<file path="src/rtl/bram128_stream_ctrl.sv">
// rtl/bram128_stream_ctrl.sv - streams 32-bit coefficients into and out of a DW-wide BRAM
//
// Load:  start_load packs ss_* words four to a line and writes each line once.
// Drain: start_drain reads each line back and emits its lanes on sm_*, lane 0 first.
// Ports: CLK/RST (async active-high), start_load/start_drain pulses, busy/done/err status,
//        ss_* input stream, sm_* output stream, bram_* single-port BRAM master.
module bram128_stream_ctrl #(
  parameter int DW = 128,
  parameter int WL = 32
) (
  input  logic          CLK,
  input  logic          RST,
  input  logic          start_load,
  input  logic          start_drain,
  output logic          busy,
  output logic          done,
  output logic          err,
  input  logic          ss_tvalid,
  output logic          ss_tready,
  input  logic          ss_tlast,
  input  logic [31:0]   ss_tdata,
  output logic          sm_tvalid,
  input  logic          sm_tready,
  output logic          sm_tlast,
  output logic [31:0]   sm_tdata,
  output logic          bram_EN,
  output logic [3:0]    bram_WE,
  output logic [12:0]   bram_A,
  output logic [DW-1:0] bram_Di,
  input  logic [DW-1:0] bram_Do
);

  localparam int LANES  = DW / 32;
  localparam int LANE_W = $clog2(LANES);
  localparam int LINE_W = $clog2(WL);

  typedef enum logic [2:0] {
    IDLE, LD_COLLECT, LD_WRITE, RD_ADDR, RD_CAP, RD_OUT
  } state_t;

  state_t              state_q, state_d;
  logic [LINE_W-1:0]   line_q, line_d;
  logic [LANE_W-1:0]   lane_q, lane_d;
  logic [DW-1:0]       pack_q, pack_d;
  logic [DW-1:0]       buf_q, buf_d;
  logic                err_q, err_d;
  logic                last_q, last_d;   // tlast was accepted into the pending line
  logic                done_q, done_d;

  logic last_line, last_lane;
  logic [12:0] line_addr;

  assign last_line = (line_q == LINE_W'(WL - 1));
  assign last_lane = (lane_q == LANE_W'(LANES - 1));
  assign line_addr = 13'({line_q, 2'b00});

  always_ff @(posedge CLK or posedge RST) begin
    if (RST) begin
      state_q <= IDLE;
      line_q  <= '0;
      lane_q  <= '0;
      pack_q  <= '0;
      buf_q   <= '0;
      err_q   <= 1'b0;
      last_q  <= 1'b0;
      done_q  <= 1'b0;
    end else begin
      state_q <= state_d;
      line_q  <= line_d;
      lane_q  <= lane_d;
      pack_q  <= pack_d;
      buf_q   <= buf_d;
      err_q   <= err_d;
      last_q  <= last_d;
      done_q  <= done_d;
    end
  end

  always_comb begin
    state_d   = state_q;
    line_d    = line_q;
    lane_d    = lane_q;
    pack_d    = pack_q;
    buf_d     = buf_q;
    err_d     = err_q;
    last_d    = last_q;
    done_d    = 1'b0;
    ss_tready = 1'b0;
    sm_tvalid = 1'b0;
    sm_tlast  = 1'b0;
    sm_tdata  = '0;
    bram_EN   = 1'b0;
    bram_WE   = 4'h0;
    bram_A    = '0;
    bram_Di   = '0;

    case (state_q)
      IDLE: begin
        if (start_load) begin
          state_d = LD_COLLECT;
          line_d  = '0;
          lane_d  = '0;
          pack_d  = '0;
          err_d   = 1'b0;
          last_d  = 1'b0;
        end else if (start_drain) begin
          state_d = RD_ADDR;
          line_d  = '0;
          lane_d  = '0;
        end
      end

      LD_COLLECT: begin
        ss_tready = 1'b1;
        if (ss_tvalid) begin
          pack_d[32*lane_q +: 32] = ss_tdata;
          lane_d = lane_q + 1'b1;
          last_d = ss_tlast;
          // tlast must coincide exactly with the final word of the final line
          if (ss_tlast != (last_line && last_lane)) err_d = 1'b1;
          if (last_lane || ss_tlast) state_d = LD_WRITE;
        end
      end

      LD_WRITE: begin
        bram_EN = 1'b1;
        bram_WE = 4'hF;
        bram_A  = line_addr;
        bram_Di = pack_q;
        line_d  = line_q + 1'b1;
        lane_d  = '0;
        pack_d  = '0;
        if (last_line || last_q) begin
          state_d = IDLE;
          done_d  = 1'b1;
        end else begin
          state_d = LD_COLLECT;
        end
      end

      RD_ADDR: begin
        bram_EN = 1'b1;
        bram_A  = line_addr;
        state_d = RD_CAP;
      end

      RD_CAP: begin
        // read data is valid now, one cycle after the address, with EN still high
        bram_EN = 1'b1;
        bram_A  = line_addr;
        buf_d   = bram_Do;
        lane_d  = '0;
        state_d = RD_OUT;
      end

      RD_OUT: begin
        sm_tvalid = 1'b1;
        sm_tdata  = buf_q[32*lane_q +: 32];
        sm_tlast  = last_line && last_lane;
        if (sm_tready) begin
          lane_d = lane_q + 1'b1;
          if (last_lane) begin
            line_d = line_q + 1'b1;
            if (last_line) begin
              state_d = IDLE;
              done_d  = 1'b1;
            end else begin
              state_d = RD_ADDR;
            end
          end
        end
      end

      default: state_d = IDLE;
    endcase
  end

  assign busy = (state_q != IDLE);
  assign done = done_q;
  assign err  = err_q;

endmodule
</file>
<file path="config.mk">
export PLATFORM = sky130hd
export DESIGN_NAME = bram128_stream_ctrl
export DESIGN_NICKNAME = d
export VERILOG_FILES = /design/src/rtl/bram128_stream_ctrl.sv
export SDC_FILE = /design/constraint.sdc
export NUM_CORES = 1
export LEC_CHECK = 0
export BUFFER_PORTS_ARGS = -buffer_cell sky130_fd_sc_hd__buf_2
export CORE_MARGIN = 5
export CORE_UTILIZATION = 48
export DETAILED_ROUTE_END_ITERATION = 10
export MAX_ROUTING_LAYER = met4
export PLACE_DENSITY_LB_ADDON = 0.1
export SYNTH_ARGS = -nofsm -noshare
export SYNTH_HDL_FRONTEND = slang
export SYNTH_SLANG_ARGS = --single-unit
export TNS_END_PERCENT = 50
</file>
<file path="constraint.sdc">
create_clock -name CLK -period 8.8 [get_ports CLK]
set_input_delay 0.88 -clock CLK [delete_from_list [all_inputs] [get_ports CLK]]
set_output_delay 0.88 -clock CLK [all_outputs]
set_load 0.02 [all_outputs]
</file>
# Word level (Yosys, flattened, before mapping)
# Index checks and enable logic that the tools add are counted.
[classes] add_sub_neg=3 n_eq_ne=15 shifts=3 muxes=42 n_reduce_logical=17
[op_table] op="128-bit two-way mux" count=3
[op_table] op="128-bit one-hot mux with 3 select lines" count=1
[op_table] op="128-bit bitwise mux" count=1
[op_table] op="32-bit by 34-bit variable shift with 128-bit output, first input constant" count=1
[op_table] op="128-bit by 8-bit variable part select with 32-bit output" count=1
[op_table] op="32-bit by 34-bit variable part select with 128-bit output" count=1
[op_table] op="7-bit negation with 34-bit output" count=1
[op_table] op="32-bit two-way mux" count=1
[op_table] op="5-bit two-way mux" count=4
[op_table] op="3-bit two-way mux" count=6
[op_table] op="3-bit one-hot mux with 6 select lines" count=1
[op_table] op="5-bit one-hot mux with 3 select lines" count=1
[op_table] op="1-bit two-way mux" count=13
[op_table] op="2-bit != test, second input constant" count=6
[op_table] op="4-bit AND reduction" count=3
[op_table] op="2-bit two-way mux" count=5
[op_table] op="3-bit nonzero test" count=3
[op_table] op="2-bit one-hot mux with 4 select lines" count=1
[op_table] op="7-bit two-way mux" count=1
[op_table] op="3-bit by 2-bit == test with 1-bit output, second input constant" count=2
[op_table] op="3-bit == test, second input constant" count=2
[op_table] op="1-bit one-hot mux with 2 select lines" count=3
[op_table] op="3-bit AND reduction" count=2
[op_table] op="5-bit by 1-bit adder with 5-bit output, second input constant" count=1
[op_table] op="15 further kinds" count=16
[word_totals] register_bits=269 inputBits=167 wordCells=88

# Depth between registers and ports, before layout
[logic_depth] ltp_word=6 depth_mapped=11 depth_no_buf=7

# Least setup slack after synthesis
# Ideal clock, no wire load.
[synth_path] path_type="register -> output" startpoint="reg state_q[1]" endpoint="out sm_tdata[22]" t_arrival_ns=1.708 t_required_ns=7.920 slack_ns=6.212 path_stages_with_launch=7 n_path_buf=2 path_cell_list="dfrtp_1 nand2b_1 clkbuf_1 or2_1 inv_1 clkbuf_1 and2_1"
[synth_between] elab_chain_len=2
[synth_lines] item="start, declared" line_no="41" text="state_t state_q, state_d;"
[synth_lines] item="start signal, assigned" line_no="68" text="state_q <= state_d;"
[synth_lines] item="3-bit == test" line_no="97" text="case (state_q)"
[synth_lines] item="32-bit two-way mux" line_no="97"
[synth_lines] item="end, declared" line_no="25" text="output logic [31:0] sm_tdata,"
# No other way between the ends.

# Worst setup path after layout
[layout_path] startpoint="reg state_q[0]" endpoint="out sm_tdata[23]"
# The elaborated chain is that of the path after synthesis.

==> flow_summary.json <==
{
  "slew_headroom_pct": 26.7,
  "clock_power_share_pct": 26.8,
  "synth-simple-area-share_pct": 18.1,
  "synth_compound_area_share_pct": 6.50,
  "yosysWarnings": 0,
  "setup_viol": 0,
  "grt_usage_pct": 21.7,
  "synth_top_family_by_area": "simple AND/OR/NAND/NOR gates",
  "yosys.area_share.xor_xnor_pct": 0.0692,
  "ioPinCount": 351,
  "drive_gt1_share_pct": 38.6,
  "irDropWorstVdd_uv": 189,
  "drtPass1Iterations": 4,
  "nFillCells": 2259,
  "route.antenna.remaining_nets": 0,
  "grt_pass1_wl_um": 50000,
  "hold_buffers": 0,
  "path_max_fanout": 33,
  "p_int_uw": 3060,
  "grt_overflow": 0,
  "start_util_pct": 48.7,
  "comb_power_share_pct": 32.0,
  "dieHeight_um": 172,
  "grt_setup_unrepaired": "no",
  "drt_wl_total_um": 32100,
  "nets": 1640,
  "whs_ns": 0.468,
  "die_x_um": 172,
  "finalMaxSlewViolations": 0,
  "globalplace.congestion": 0.807,
  "grt_max_degree": 138,
  "cap_violations": 0,
  "hold_viol": 0,
  "syn_inst": 1172,
  "crit_required_ns": 7.92,
  "syn2layout_area_growth_pct": 22.6,
  "final_cell_mix": "buf_2 (342), dfrtp_1 (267), nand2_1 (262)",
  "ctsResizeCount": 0,
  "start_kind": "register",
  "tritoncts": "built",
  "cts.path.max_buffers": 3,
  "vias_per_cell": 5.05,
  "postCtsSetupBuffers": 0,
  "insertion_delay_ns": 0.54,
  "power_density_nw_per_um2": 294,
  "clkSinkCount": 269,
  "syn_area_um2": 12700,
  "max_freq_mhz": 249,
  "drtIter0Drc": 592,
  "port_buffers": 342,
  "clock-skew-final_ns": 0.00700,
  "p_leak_uw": 0.00736,
  "synth.distinct_cells": 42,
  "arrival_ns": 3.13,
  "wl_per_cell_um": 17.5,
  "core_um2": 26000,
  "synthAdderAreaFrac_pct": 0.791,
  "rows": 59,
  "crit_type": "register to primary output",
  "path_clk_slew_ns": 0.06,
  "outcome": "finished clean",
  "finalSetupTns_ns": 0,
  "endpoint_kind": "primary output",
  "seq_area_frac_synth_pct": 53.2,
  "tightest_slew_ns": 1.10,
  "seqPwrFrac_pct": 41.3,
  "final_common_cell": "buf_2",
  "grt_pass1_vias": 9300,
  "switching_share_pct": 32.8,
  "ys_ff_latch": 269,
  "period_minus_slack_ns": 4.01,
  "antenna_found_initial": 14,
  "min_path_type": "register to register",
  "dieArea_um2": 29700,
  "synth.area.mux_share_pct": 17.3,
  "period_share_pct": 45.6,
  "p_switching_uw": 1500,
  "vias": 9268,
  "root_buffer": "clkbuf_16",
  "htreeDepth": 1,
  "cts_buffers": 30,
  "drcViolationCount": 0,
  "dpl.hpwl_um": 21700,
  "syn_area_per_cell_um2": 10.8
}
-- cell usage after synthesis (all sizes together) --
cell type	n	area [um^2]
o221ai	1	8.76
o31a	1	8.76
o21ai	131	656
nand4b	4	35.0
nand3	4	20.0
buf	52	294
o211ai	1	7.51
and3	2	12.5
nor2b	4	25.0
a21oi	2	10.0
nand2	262	983
a22oi	2	15.0
nor2	11	41.3
and2	161	1010
conb	1	3.75
nor3	2	10.0
or4	1	7.51
nand2b	4	25.0
dfrtp	269	6730
inv	11	41.3
o21bai	2	15.0
o22ai	3	18.8
or2	1	6.26
a31oi	1	6.26
mux2i	2	20.0
clkbuf	46	173
mux2	129	1450
a32o	2	20.0
a41oi	1	8.76
ha	8	100
nor3b	2	25.0
nand3b	4	30.0
a221o	1	10.0
mux4	32	721
nand4	3	18.8
xnor2	1	8.76
nor4	3	37.5
a21o	5	37.5
-- registers in the layout, indices dropped and copies added (netlist names) --
register and flops:
lane_q 2, pack_q 128, state_q 3, done 1, buf_q 128, line_q 5
err 1, last_q 1
-- stage by stage --
step,instances,setup slack [ns],util (%),cell area (um^2),total power [uW]
2_1_floorplan,1179,0.510,-,12700,2990
3_3_place_gp,1768,5.46,55.8,14500,3330
3_5_place_dp,1768,5.33,55.8,14500,3380
4_1_cts,1821,4.73,59.5,15500,4620
5_1_grt,1835,4.53,59.7,15500,4850
6_report,1836,4.79,59.7,15500,4560
-- per-layer routing --
metal,wire (um),global-route usage (%)
met3,2690,5.76
met2,15000,33.5
met4,612,5.09
met1,13800,29.0
met5,0,-
-- logic make-up (layout without fill, tap and decap cells) --
group	count (synthesis)	count (layout)
adders and majority gates	8	8
buffers and inverters	109	416
DFF	269	269
and+or+nand+nor	468	468
xor gates and xnor gates	1	1
muxes	163	163
other	1	23
AOI/OAI and AO/OA	153	153
-- worst max-delay path, cell delays in order, from the launching register on --
cell and delay [ns]:
dfrtp_1 0.74, nand2b_1 0.41, or2_1 0.36, inv_1 0.64
and2_1 0.24, buf_2 0.17
-- worst paths after layout --
kind | start | endpoint | depth (start not counted) | slack, ns
worst max-delay path | state_q[0] | sm_tdata[23] | 5 | 4.79
worst min-delay path | pack_q[55] | pack_q[55] | 2 | 0.47
worst max register to register | state_q[2] | buf_q[21] | 5 | 5.48
worst min register to register | pack_q[55] | pack_q[55] | 2 | 0.47
max in group asynchronous | RST | buf_q[21] | 3 | 7.03
min in group asynchronous | RST | pack_q[32] | 2 | 0.49
-- power by group through the flow --
| stage | registers (uW) | clock network, uW | logic, uW |
|---|---|---|---|
| 4_1_cts | 1880 | 1250 | 1480 |
| 5_1_grt | 1940 | 1300 | 1610 |
| 3_3_place_gp | 1880 | 0 | 1450 |
| 6_report | 1880 | 1220 | 1460 |
| 3_5_place_dp | 1900 | 0 | 1470 |
| 2_1_floorplan | 1790 | 0 | 1200 |
-- layout make-up --
class	count	area, um^2	area share, %
Timing Repair Buffer	352	1800	11.6
Sequential cell	269	6730	43.4
Inverter	11	48.8	0.315
Clock buffer	49	963	6.21
Clock inverter	4	20.0	0.129
Antenna cell	15	37.5	0.242
Tap cell	335	419	2.70
Multi-Input combinational cell	801	5490	35.4
(Power assumes the default switching activity.)
